--- config.mk ---
export PLATFORM = sky130hd
export DESIGN_NAME = frame_update_sequencer
export DESIGN_NICKNAME = d
export VERILOG_FILES = /design/src/rtl/frame_seq_pkg.sv /design/src/rtl/raster_event_detect.sv /design/src/rtl/frame_update_sequencer.sv
export SDC_FILE = /design/constraint.sdc
export NUM_CORES = 1
export LEC_CHECK = 0
export CAP_MARGIN = 20
export CORE_MARGIN = 4
export CORE_UTILIZATION = 25
export CTS_BUF_LIST = sky130_fd_sc_hd__clkbuf_2
export DETAILED_ROUTE_END_ITERATION = 8
export GPL_TIMING_DRIVEN = 0
export PLACE_DENSITY_LB_ADDON = 0.2
export RECOVER_POWER = 100
export SLEW_MARGIN = 20
export SYNTH_ARGS = -nofsm -noshare
export SYNTH_HDL_FRONTEND = slang
export SYNTH_SLANG_ARGS = --single-unit
--- constraint.sdc ---
create_clock -name clk -period 2 [get_ports clk]
set_clock_uncertainty 0.15 [all_clocks]
set_input_delay 0.4 -clock clk [delete_from_list [all_inputs] [get_ports clk]]
set_output_delay 0.4 -clock clk [all_outputs]
set_load 0.01 [all_outputs]
--- src/rtl/frame_seq_pkg.sv ---
// frame_seq_pkg: shared types and constants for the frame update sequencer.
// State encoding, default 640x480 raster geometry and named stage indices.
package frame_seq_pkg;

  typedef enum logic [1:0] {
    S_IDLE = 2'd0,
    S_RUN  = 2'd1,
    S_DONE = 2'd2
  } seq_state_e;

  localparam int DEF_H_VISIBLE = 640;
  localparam int DEF_V_VISIBLE = 480;
  localparam int V_TOTAL       = 525;

  localparam int STG_W = 3;

  localparam logic [STG_W-1:0] STG_INPUT   = 3'd0;
  localparam logic [STG_W-1:0] STG_PLAYER  = 3'd1;
  localparam logic [STG_W-1:0] STG_OBST    = 3'd2;
  localparam logic [STG_W-1:0] STG_COLLIDE = 3'd3;

endpackage

--- src/rtl/raster_event_detect.sv ---
// raster_event_detect: decodes the start of vertical blanking and the
// start-of-visible-frame deadline from the sync generator's raster position.
module raster_event_detect
  import frame_seq_pkg::*;
#(
  parameter int H_VISIBLE = DEF_H_VISIBLE,
  parameter int V_VISIBLE = DEF_V_VISIBLE
) (
  input  logic [9:0] x,
  input  logic [9:0] y,
  output logic       vblank_start,
  output logic       deadline
);

  logic col0;

  // A raster with no visible columns never produces events.
  assign col0 = (x == 10'd0) && (x < 10'(H_VISIBLE));

  assign vblank_start = col0 && (y == 10'(V_VISIBLE));
  assign deadline     = col0 && (y == 10'd0);

endmodule

--- src/rtl/frame_update_sequencer.sv ---
// frame_update_sequencer: runs the game-logic stages in order during vblank.
// Define FRAME_COUNT_EN to build the completed-sequence counter.
module frame_update_sequencer
  import frame_seq_pkg::*;
#(
  parameter int NUM_STAGES = 4,
  parameter int H_VISIBLE  = DEF_H_VISIBLE,
  parameter int V_VISIBLE  = DEF_V_VISIBLE
) (
  input  logic                  clk,
  input  logic                  reset,
  input  logic [9:0]            x,
  input  logic [9:0]            y,
  input  logic                  enable,
  input  logic [NUM_STAGES-1:0] stage_done,
  output logic [NUM_STAGES-1:0] stage_start,
  output logic                  frame_tick,
  output logic                  busy,
  output logic                  overrun,
  output logic [2:0]            overrun_stage,
  output logic [15:0]           frame_count
);

  seq_state_e state_q, state_d;

  logic [STG_W-1:0]      idx_q, idx_d;
  logic [NUM_STAGES-1:0] start_q, start_d;
  logic                  tick_q, tick_d;
  logic                  ovr_q, ovr_d;
  logic [STG_W-1:0]      ostg_q, ostg_d;

  logic vblank_start;
  logic deadline;
  logic done_cur;
  logic last_stg;
  logic issue;

  raster_event_detect #(
    .H_VISIBLE(H_VISIBLE),
    .V_VISIBLE(V_VISIBLE)
  ) u_evt (
    .x           (x),
    .y           (y),
    .vblank_start(vblank_start),
    .deadline    (deadline)
  );

  always_comb begin
    done_cur = 1'b0;
    for (int i = 0; i < NUM_STAGES; i++) begin
      if (idx_q == STG_W'(i)) done_cur = stage_done[i];
    end
  end

  assign last_stg = (idx_q == STG_W'(NUM_STAGES - 1));

  always_comb begin
    state_d = state_q;
    idx_d   = idx_q;
    tick_d  = 1'b0;
    ovr_d   = ovr_q;
    ostg_d  = ostg_q;
    issue   = 1'b0;
    start_d = '0;
    unique case (state_q)
      S_IDLE: begin
        if (vblank_start && enable) begin
          state_d = S_RUN;
          idx_d   = '0;
          tick_d  = 1'b1;
          issue   = 1'b1;
        end
      end
      S_RUN: begin
        // The visible-frame deadline beats a same-cycle completion.
        if (deadline) begin
          state_d = S_IDLE;
          ovr_d   = 1'b1;
          ostg_d  = idx_q;
        end else if (done_cur) begin
          if (last_stg) begin
            state_d = S_DONE;
          end else begin
            idx_d = idx_q + 3'd1;
            issue = 1'b1;
          end
        end
      end
      S_DONE: state_d = S_IDLE;
      default: state_d = S_IDLE;
    endcase
    if (issue) begin
      for (int i = 0; i < NUM_STAGES; i++) begin
        start_d[i] = (idx_d == STG_W'(i));
      end
    end
  end

  always_ff @(posedge clk) begin
    if (reset) begin
      state_q <= S_IDLE;
      idx_q   <= '0;
      start_q <= '0;
      tick_q  <= 1'b0;
      ovr_q   <= 1'b0;
      ostg_q  <= '0;
    end else begin
      state_q <= state_d;
      idx_q   <= idx_d;
      start_q <= start_d;
      tick_q  <= tick_d;
      ovr_q   <= ovr_d;
      ostg_q  <= ostg_d;
    end
  end

`ifdef FRAME_COUNT_EN
  logic [15:0] cnt_q, cnt_d;

  // DONE is only ever entered from the last RUN stage.
  assign cnt_d = (state_d == S_DONE) ? cnt_q + 16'd1 : cnt_q;

  always_ff @(posedge clk) begin
    if (reset) cnt_q <= '0;
    else       cnt_q <= cnt_d;
  end

  assign frame_count = cnt_q;
`else
  assign frame_count = 16'd0;
`endif

  assign stage_start   = start_q;
  assign frame_tick    = tick_q;
  assign busy          = (state_q == S_RUN);
  assign overrun       = ovr_q;
  assign overrun_stage = ostg_q;

endmodule

==> flow_summary.toml <==
[detailed_routing]
post_drt_wl_per_cell_um = 11.2
first_pass_iters = 4
vias = 809
via_per_inst = 4.02
drt_wl_total_um = 2260
route.detailed.drc = 0
drtAntennaViolNets = 0
drt-initial-drc-count = 4

[worst_setup_path]
critPathLaunchType = "flip-flop"
max_stage_delay_ns = 0.48
r2r_start = "idx_q[1]"
critical_path.cell_chain = "inv_2 > ha_4 > nand3b_4 > a2111oi_4 > o211ai_2 > a211oi_2 > o221ai_2 > nor2_1"
reg2reg_slack_ns = -0.13
r2r_end = "stage_start[2]"
worstPathMaxFanout = 4
cp.required_ns = 2.07
critPathKind = "reg -> reg"
crit_path_top_delay_cell = "a2111oi_4"
arrival_ns = 2.20
path_buf_inv = 1
ff2ff_path_depth = 8
endpoint_kind = "flip-flop"
cp_top_family = "compound AO/OA/AOI/OAI gates"

[clocking]
clock-root-buffer = "clkbuf_2"
numCtsBuffers = 3
clk_pin_slew_worst_paths_ns = 0.14
cts.sinks = 14
clk_latency_ns = 0.27
htreeDepth = 1
clock_path_buffers = 2
cts_tree = "yes"
postCtsHoldBufs = 0

[finish]
multi_input_area_um2 = 607
final_cell_mix = "buf_4, conb_1, nor2_1, dfxtp_1, dlygate4sd3_1"
final_common_cell = "buf_4"
area_growth_pct = 71.3
n_fill_cell = 343
drive_gt1_share_pct = 38.1
fin_nets = 187
antennaDiodeCount = 0
regArea_um2 = 290

[sta]
final_max_slew_viol_count = 0
fmax_mhz = 469
hold_viol_final = 0
setup_viol = 9
setup_ws_ns = -0.132
finalCriticalPeriod_ns = 2.13
rsz0062_at_grt = "true"
tns_ns = -0.740
final.period_utilization_pct = 107

[run_status]
violations = "setup timing"
outcome = "finished, violations left"

[synthesis]
synth_area_um2 = 915
yosysUniqueCellTypes = 36
postSynthAreaPerCell_um2 = 10.1
ys_seq_elements = 14
yosysSeqAreaShare_pct = 30.6
ys_warn_count = 0
async_reset_ff_share_pct = 0
ys.flop_type = "dfxtp_1"
synth_edf_count = 0
syn_inst = 91

[worst_hold_path]
min_to = "overrun"
worstHoldStart = "overrun"
holdPathStages = 2
holdCritPathClass = "reg -> reg"

[floorplanning]
fp.dieArea_um2 = 4690
coreArea_um2 = 3440
die_w_um = 68.5
start_util_pct = 26.6
rows = 21
ios = 53
fp.dieH_um = 68.5

[place]
io_buffers = 36
dp_hpwl_um = 1810
preCtsSetupSlack_ns = -0.463
place_congestion = 0.780

[grt]
grt_pass1_vias = 785
grt_max_degree = 11
grt_use_total_pct = 9.77
grt_pass1_wl_um = 3510
antenna_found_initial = 0
gr-total-overflow = 0

[pwr]
leakagePower_uw = 0.000750
p_per_area_nw_per_um2 = 333
finalPower_uw = 522
peakVddDrop_mv = 0.116

[run]
drv_cap = 0
[cell families after synthesis]
family / synth area share [%]
simple gates: 30.8
buf+inv: 15.2
flops: 30.6
compound gates: 14.2
fa+ha+maj: 5.47
mux: 3.28
other cells: 0.410
[routing by layer]
| metal | GRT usage [%] | part of all wire [%] | vias to the layer above |
|---|---|---|---|
| met2 | 17.4 | 53 | 19 |
| li1 | - | - | 422 |
| met4 | 3.72 | 0.84 | 0 |
| met5 | 0 | 0 | - |
| met1 | 11.5 | 39 | 366 |
| met3 | 1.64 | 6.9 | 2 |
[metrics by stage]
stage | hold WS (ns) | instances | utilization, % | cell area (um^2)
after detailed placement | 0.331 | 188 | 40.5 | 1390
after floorplan | 0.355 | 106 | - | 976
final | 0.343 | 201 | 45.5 | 1570
after CTS | 0.356 | 201 | 44.7 | 1540
after global routing | 0.391 | 201 | 45.5 | 1570
after global placement | 0.314 | 188 | 40.5 | 1390
[registers in the layout, indices dropped and copies added, names as in the netlist]
register / count
overrun: 1
frame_tick: 1
state_q: 2
idx_q: 3
overrun_stage: 3
stage_start: 4
[where the power goes]
part           internal (uW)  total [uW]  switching, uW
sequential               276         276      0.0000699
clock                   53.0         138           85.2
combinational           64.7         107           42.7
total                    394         522            128
[repair_timing]
item	4_1_cts	5_1_grt
resized for setup	29	15
buffers inserted	9	0
pin swaps	18	10
setup endpoints to repair	10	9
[synthesized netlist by cell type (2+ instances only)]
cell type / number / area (um^2)
buf_4: 16 / 120
dfxtp_1: 14 / 280
nor2_1: 13 / 48.8
ha_1: 4 / 50.1
inv_1: 4 / 15.0
mux2i_1: 3 / 30.0
nor3_1: 3 / 15.0
nor4_2: 3 / 37.5
a211oi_2: 2 / 25.0
nand2_1: 2 / 7.51
nor3b_1: 2 / 15.0
[worst min-delay path, stage by stage (launching register included)]
cell and delay [ns]:
dfxtp_1 0.35, nor2_1 0.05, nor2_1 0.07
[worst max-delay path by stage]
| stage | depth (start not counted) | end | slack [ns] | start |
|---|---|---|---|---|
| after floorplan | 8 | stage_start[0] | 0.02 | idx_q[0] |
| after CTS | 8 | stage_start[2] | -0.13 | idx_q[1] |
| after global placement | 7 | stage_start[2] | -0.45 | y[9] |
| final | 8 | stage_start[2] | -0.13 | idx_q[1] |
| after global routing | 8 | stage_start[2] | -0.23 | idx_q[1] |
| after detailed placement | 7 | stage_start[2] | -0.46 | x[6] |
[area by class of cell]
| class | count | share of cell area [%] |
|---|---|---|
| multi-input cells | 71 | 38.7 |
| repair buffers | 45 | 28.9 |
| flip-flops and latches | 14 | 18.5 |
| plain buffers | 17 | 7.91 |
| well taps | 46 | 3.67 |
| clock buffers | 4 | 1.28 |
| inverters | 4 | 0.958 |
Power figures use the tool's default switching activity.
